===== config.mk =====
export PLATFORM = sky130hd
export DESIGN_NAME = alu_cntl_seq_flat
export DESIGN_NICKNAME = d
export VERILOG_FILES = /design/src/rtl/alu_cntl_if.sv /design/src/rtl/alu_cntl_seq.sv /design/src/flat_wrapper.sv
export SDC_FILE = /design/constraint.sdc
export NUM_CORES = 1
export LEC_CHECK = 0
export ABC_AREA = 0
export CAP_MARGIN = 40
export CORE_AREA = 2 2 39 41
export CTS_CLUSTER_DIAMETER = 120
export CTS_CLUSTER_SIZE = 14
export DETAILED_ROUTE_END_ITERATION = 16
export DIE_AREA = 0 0 41 43
export DONT_BUFFER_PORTS = 1
export PLACE_DENSITY = 0.53
export SYNTH_ARGS = -nofsm -noshare
export SYNTH_HDL_FRONTEND = slang
export SYNTH_SLANG_ARGS = --single-unit

===== constraint.sdc =====
create_clock -name clk -period 1.4 [get_ports clk]
set_input_delay 0.28 -clock clk [delete_from_list [all_inputs] [get_ports clk]]
set_output_delay 0.28 -clock clk [all_outputs]
set_load 0.02 [all_outputs]

===== src/rtl/alu_cntl_if.sv =====
// Handshake bundle between instruction decode, the ALU control sequencer and the ALU.
// The master modport is the decode/ALU side and the slave modport is the sequencer.
interface alu_cntl_if #(
   parameter int OPCODE_W = 4,
   parameter int CNTL_W   = 3
);
   logic                in_valid;
   logic                in_ready;
   logic [1:0]          alu_op;
   logic [OPCODE_W-1:0] opcode;
   logic                out_valid;
   logic                out_ready;
   logic [CNTL_W-1:0]   alu_cntl;
   logic                mc_busy;
   logic                illegal;

   modport master (
      output in_valid, alu_op, opcode, out_ready,
      input  in_ready, out_valid, alu_cntl, mc_busy, illegal
   );

   modport slave (
      input  in_valid, alu_op, opcode, out_ready,
      output in_ready, out_valid, alu_cntl, mc_busy, illegal
   );
endinterface


===== src/rtl/alu_cntl_seq.sv =====
// Registered ALU control sequencer: decodes {alu_op, opcode} and holds the code for MC_LAT cycles on multi-cycle ops.
// Optional ALU_CNTL_ILLEGAL_EN: registers the illegal flag and forces illegal ops to be single-cycle.
//
// state | meaning
// IDLE  | no op held, ready to accept
// WAIT  | multi-cycle op occupying the ALU, cnt_q counting down
// VALID | alu_cntl final, waiting for out_ready
module alu_cntl_seq #(
   parameter int                   OPCODE_W = 4,
   parameter int                   CNTL_W   = 3,
   parameter int                   MC_LAT   = 4,
   parameter logic [2**CNTL_W-1:0] MC_MASK  = 8'b1100_0000
) (
   input  logic       clk,
   input  logic       rst_n,
   alu_cntl_if.slave  bus
);
   localparam int CNT_W = $clog2(MC_LAT);

   typedef enum logic [1:0] {IDLE, WAIT, VALID} state_t;

   state_t             state_q;
   logic [CNT_W-1:0]   cnt_q;
   logic [CNTL_W-1:0]  alu_cntl_q;
   logic               out_valid_q;
   logic               mc_busy_q;
   logic [CNTL_W-1:0]  code_d;
   logic               mc_d;
   logic               accept;
`ifdef ALU_CNTL_ILLEGAL_EN
   logic               ill_d;
   logic               illegal_q;
`endif

   always_comb begin
      code_d = '0;
`ifdef ALU_CNTL_ILLEGAL_EN
      ill_d  = 1'b0;
`endif
      case (bus.alu_op)
         2'b10: code_d = '0;
         2'b01: code_d = CNTL_W'(1);
         2'b00: begin
            if (int'(bus.opcode) >= 2 && int'(bus.opcode) <= (2**CNTL_W) + 1)
               code_d = CNTL_W'(bus.opcode - OPCODE_W'(2));
`ifdef ALU_CNTL_ILLEGAL_EN
            else
               ill_d = 1'b1;
`endif
         end
         default: begin
            code_d = '0;
`ifdef ALU_CNTL_ILLEGAL_EN
            ill_d  = 1'b1;
`endif
         end
      endcase
   end

`ifdef ALU_CNTL_ILLEGAL_EN
   assign mc_d = MC_MASK[code_d] & ~ill_d;
`else
   assign mc_d = MC_MASK[code_d];
`endif

   assign bus.in_ready  = (state_q == IDLE) || (state_q == VALID && bus.out_ready);
   assign accept        = bus.in_valid && bus.in_ready;
   assign bus.out_valid = out_valid_q;
   assign bus.mc_busy   = mc_busy_q;
   assign bus.alu_cntl  = alu_cntl_q;
`ifdef ALU_CNTL_ILLEGAL_EN
   assign bus.illegal   = illegal_q;
`else
   assign bus.illegal   = 1'b0;
`endif

   always_ff @(posedge clk or negedge rst_n) begin
      if (!rst_n) begin
         state_q     <= IDLE;
         cnt_q       <= '0;
         alu_cntl_q  <= '0;
         out_valid_q <= 1'b0;
         mc_busy_q   <= 1'b0;
`ifdef ALU_CNTL_ILLEGAL_EN
         illegal_q   <= 1'b0;
`endif
      end else begin
         // An accept is possible from IDLE or from VALID with out_ready (back-to-back).
         if (accept) begin
            state_q     <= mc_d ? WAIT : VALID;
            cnt_q       <= mc_d ? CNT_W'(MC_LAT - 2) : '0;
            alu_cntl_q  <= code_d;
            out_valid_q <= ~mc_d;
            mc_busy_q   <= mc_d;
`ifdef ALU_CNTL_ILLEGAL_EN
            illegal_q   <= ill_d;
`endif
         end else begin
            case (state_q)
               WAIT: begin
                  if (cnt_q == '0) begin
                     state_q     <= VALID;
                     out_valid_q <= 1'b1;
                     mc_busy_q   <= 1'b0;
                  end else begin
                     cnt_q <= cnt_q - CNT_W'(1);
                  end
               end
               VALID: begin
                  if (bus.out_ready) begin
                     state_q     <= IDLE;
                     out_valid_q <= 1'b0;
                  end
               end
               IDLE: ;
               default: begin
                  state_q     <= IDLE;
                  out_valid_q <= 1'b0;
                  mc_busy_q   <= 1'b0;
               end
            endcase
         end
      end
   end
endmodule


===== src/flat_wrapper.sv =====
// flat-port wrapper written by rule: the top's interface ports become plain ports
module alu_cntl_seq_flat 
#(
   parameter int                   OPCODE_W = 4,
   parameter int                   CNTL_W   = 3,
   parameter int                   MC_LAT   = 4,
   parameter logic [2**CNTL_W-1:0] MC_MASK  = 8'b1100_0000
)
  (clk, rst_n, bus_in_valid, bus_alu_op, bus_opcode, bus_out_ready, bus_in_ready, bus_out_valid, bus_alu_cntl, bus_mc_busy, bus_illegal);
  alu_cntl_if #(.OPCODE_W(OPCODE_W), .CNTL_W(CNTL_W)) bus_i ();
  input  logic clk;
  input  logic rst_n;
  input wire logic [$bits(bus_i.in_valid)-1:0] bus_in_valid;
  input wire logic [$bits(bus_i.alu_op)-1:0] bus_alu_op;
  input wire logic [$bits(bus_i.opcode)-1:0] bus_opcode;
  input wire logic [$bits(bus_i.out_ready)-1:0] bus_out_ready;
  output wire logic [$bits(bus_i.in_ready)-1:0] bus_in_ready;
  output wire logic [$bits(bus_i.out_valid)-1:0] bus_out_valid;
  output wire logic [$bits(bus_i.alu_cntl)-1:0] bus_alu_cntl;
  output wire logic [$bits(bus_i.mc_busy)-1:0] bus_mc_busy;
  output wire logic [$bits(bus_i.illegal)-1:0] bus_illegal;
  assign bus_i.in_valid = bus_in_valid;
  assign bus_i.alu_op = bus_alu_op;
  assign bus_i.opcode = bus_opcode;
  assign bus_i.out_ready = bus_out_ready;
  assign bus_in_ready = bus_i.in_ready;
  assign bus_out_valid = bus_i.out_valid;
  assign bus_alu_cntl = bus_i.alu_cntl;
  assign bus_mc_busy = bus_i.mc_busy;
  assign bus_illegal = bus_i.illegal;
  alu_cntl_seq #(.OPCODE_W(OPCODE_W), .CNTL_W(CNTL_W), .MC_LAT(MC_LAT), .MC_MASK(MC_MASK)) u_core (.clk(clk), .rst_n(rst_n), .bus(bus_i));
endmodule

==> metrics.md <==
| Metric | Value |
|---|---|
| Outcome | `finished with violations` |
| Failing checks | `negative setup slack` |
| 1st-pass router iterations | `4` |
| Vias in the first global route | `395` |
| Crit path capture type | `flip-flop` |
| Pwr dens | `907 mW/mm²` |
| Synth Area in Compound Gates | `0.221` |
| Initial Utilization | `0.323` |
| Final worst setup slack | `-48.5 ps` |
| Leakage | `0.257 nW` |
| Critical Path Sink | `u_core.cnt_q[1]$_DFFE_PN0P_` |
| Initial antenna violation count | `0` |
| GRT Residual Overflow | `0` |
| CTS tree | `done` |
| R2R depth | `4` |
| XOR/XNOR Fraction of Synth Area | `0` |
| Crit-path max FO | `3` |
| Total routed wirelength | `986 µm` |
| Synthesized area | `447 µm²` |
| Ys Warns | `0` |
| Worst reg-to-reg setup slack | `-50 ps` |
| Slew Viols, Final | `0` |
| Mapped Avg Cell Area | `9.50 µm²` |
| Pin count of the biggest net entering global routing | `9` |
| Final Hold Fails | `0` |
| Critical Path Source Type | `flip-flop` |
| TritonCTS Sinks | `8` |
| Total track usage | `0.127` |
| Clk_skew | `9.60 ps` |
| Simple-Gate Fraction of Synth Area | `0.185` |
| Logic pwr share | `0.163` |
| Vias after detailed routing | `398` |
| Crit path arrival time | `1610 ps` |
| Placer congestion estimate | `0.647` |
| Core area | `0.00138 mm²` |
| DRC violation total after the first TritonRoute iteration | `9` |
| Drt drc | `0` |
| Routed length per instance | `13.0 µm` |
| Min Tclk post-route | `1450 ps` |
| Num ports | `17` |
| Max Clk Rate | `690 MHz` |
| DPL Wire Length | `751 µm` |
| Fill count | `156` |
| Worst-Skew Late Latency | `250 ps` |
| Worst-path cell chain | `buf_4 > or3b_4 > mux2_4 > mux2i_1` |
| Global-route wire length before repair | `1.46 mm` |
| Critical path class | `flip-flop to flip-flop` |
| Post-route design area | `583 µm²` |
| Largest family of logic cells by synthesized area | `compound AO/OA/AOI/OAI gates` |
| Syn-to-layout area delta | `30.5%` |
| Vias per inst | `5.24` |
| Unrepaired setup endpoints after global routing | `true` |
| Critical Path RT | `1570 ps` |
| Cell Int Power | `0.394 mW` |
| Max-Cap Viols | `0` |
| Synth unique cells | `24` |
| Fin util | `0.421` |
| CTS max path bufs | `2` |
| Final setup TNS | `-86.1 ps` |
| Worst vdd ir | `0.296 mV` |
| TritonCTS Buffers | `3` |
| Cell count along the critical path | `4` |
| FFs w/ async S/R, synth | `1.00` |
| Post-synth EDFFs | `0` |
| CP Launch Point | `u_core.state_q[1]$_DFFE_PN0P_` |
| Commonest register cell after synthesis | `dfrtp_1` |
| FF-to-FF Start | `u_core.state_q[1]$_DFFE_PN0P_` |
| CP top delay family | `multiplexers` |
| Placed Cells | `69` |
| ANT nets after route | `0` |
| Clk slew on worst S/H paths | `60 ps` |
| Seq cells post-synth | `8` |
| I/O Buffers | `0` |
| N_diodes | `0` |
| Synth Area in Adders | `0.0280` |
| Nets@finish | `72` |
| Post-Syn Nets | `58` |
| Layout cells sized above 1 | `0.367` |
| Finished Layout Cells | `76` |
| Sequential share of power | `0.491` |
| Hold WC Path Type | `input port to flip-flop` |
| Max H-tree Level | `1` |
| Die H | `43 µm` |
| Buf+Inv Stages, Crit Path | `1` |
| Die X | `41 µm` |
| Std-Cell Rows | `14` |
| Mux share of post-synthesis cell area | `0.0560` |
| Clock Root Buffer | `clkbuf_4` |
| Register area share after synthesis | `0.448` |
| Switching Share | `0.255` |
| Placed instance area | `518 µm²` |
| Cells after Synth | `47` |
| Hold slack | `143 ps` |
| Die area | `0.00176 mm²` |
| Sw power | `0.135 mW` |
| Max stage delay cell, worst path | `dfrtp_2` |
| Hold_sp | `bus_alu_op[1]` |
| Worst path max stage delay | `400 ps` |
| Portion of total power attributed to the clock network | `0.346` |
| Endpoints failing setup | `2` |
| Period utilisation layout | `1.03` |
| R2R Path End | `u_core.cnt_q[1]$_DFFE_PN0P_` |
cell usage in the layout, fill, tap and decap left out:
cell           instances
nor2_1                 1
clkbuf_4               3
dlygate4sd3_1          1
o22ai_1                1
o211ai_1               2
or3_1                  1
nand4b_1               1
o21ai_1                1
nand2_1                2
a31o_2                 1
or2_2                  1
nand2b_1               2
inv_1                  2
o31ai_1                1
inv_2                  1
o21ai_0               10
and3b_1                1
buf_4                  9
mux2_4                 1
nor3b_1                1
dfrtp_2                1
a31oi_1                1
nor2_4                 1
or3b_4                 1
clkbuf_1               1
conb_1                 1
mux2i_1                1
buf_6                  1
ha_2                   1
nor2b_2                1
dfrtp_1                7
kinds of logic after synthesis:
family                   count (synthesis)
adder cells (fa/ha/maj)                  1
AND/OR/NAND/NOR                         13
multiplexers                             2
other                                    1
buffers and inverters                    5
flip-flops                               8
AO/OA/AOI/OAI                           17
power by group through the flow:
stage / combinational [mW] / sequential, mW / clock, mW
after CTS: 0.0813 / 0.260 / 0.194
after detailed placement: 0.0662 / 0.265 / 0
after global routing: 0.0967 / 0.260 / 0.213
after floorplan: 0.0431 / 0.267 / 0
after global placement: 0.0649 / 0.265 / 0
final: 0.0863 / 0.260 / 0.183
how the worst min path moves through the flow:
stage / endpoint / slack [ps] / cells past startpoint
after floorplan: u_core.bus.alu_cntl[0]$_DFFE_PN0P_ / -20 / 0
after global placement: u_core.cnt_q[1]$_DFFE_PN0P_ / -20 / 0
after detailed placement: u_core.cnt_q[0]$_DFFE_PN0P_ / -20 / 0
after CTS: u_core.bus.alu_cntl[0]$_DFFE_PN0P_ / 140 / 1
after global routing: u_core.bus.alu_cntl[0]$_DFFE_PN0P_ / 130 / 1
final: u_core.bus.alu_cntl[0]$_DFFE_PN0P_ / 140 / 1
cell usage after synthesis, types with 2 or more instances:
cell type | count | area, µm²
nand2_1 | 2 | 7.51
o211ai_1 | 2 | 15.0
nor2_1 | 2 | 7.51
inv_1 | 3 | 11.3
dfrtp_1 | 8 | 200
o21ai_0 | 11 | 55.1
nand2b_1 | 2 | 12.5
final cells by class:
type / instances / area (µm²) / share of cell area
multi-input combinational: 34 / 235 / 0.403
sequential: 8 / 201 / 0.345
tap: 16 / 20.0 / 0.0343
clock buffer: 4 / 26.3 / 0.0451
timing repair buffer: 11 / 88.8 / 0.152
inverter: 3 / 11.3 / 0.0193
routing by layer:
metal | GRT usage | share of wire | vias to the layer above
met3 | 0.0366 | 0.064 | 2
met1 | 0.140 | 0.40 | 190
met2 | 0.200 | 0.51 | 12
met4 | 0.0800 | 0.020 | 0
li1 | - | - | 194
met5 | 0 | 0 | -
flip-flops by register name (all words and copies together), names as in the netlist:
register / count
u_core.bus.alu_cntl: 3
u_core.cnt_q: 2
u_core.state_q: 2
u_core.bus.mc_busy: 1
worst reg2reg max path: stages, from the launching register on:
cell,delay [ps]
dfrtp_2,400
buf_4,140
or3b_4,400
mux2_4,300
mux2i_1,120
repair_timing:
| item | in CTS | in global routing |
|---|---|---|
| pin swaps | 2 | 0 |
| hold buffers | 1 | 0 |
| gates resized for setup | 0 | 6 |
| endpoints found under the setup margin | 3 | 3 |
| endpoints found under the hold margin | 8 | 0 |
| buffers inserted | 2 | 0 |
metrics by stage:
stage | worst slack [ps] | power (mW)
5_1_grt | -100 | 0.570
2_1_floorplan | -30.2 | 0.310
4_1_cts | -49.2 | 0.535
3_5_place_dp | -57.1 | 0.331
6_report | -48.5 | 0.529
3_3_place_gp | -25.2 | 0.330
No activity file was read; power rests on OpenSTA's default activity.
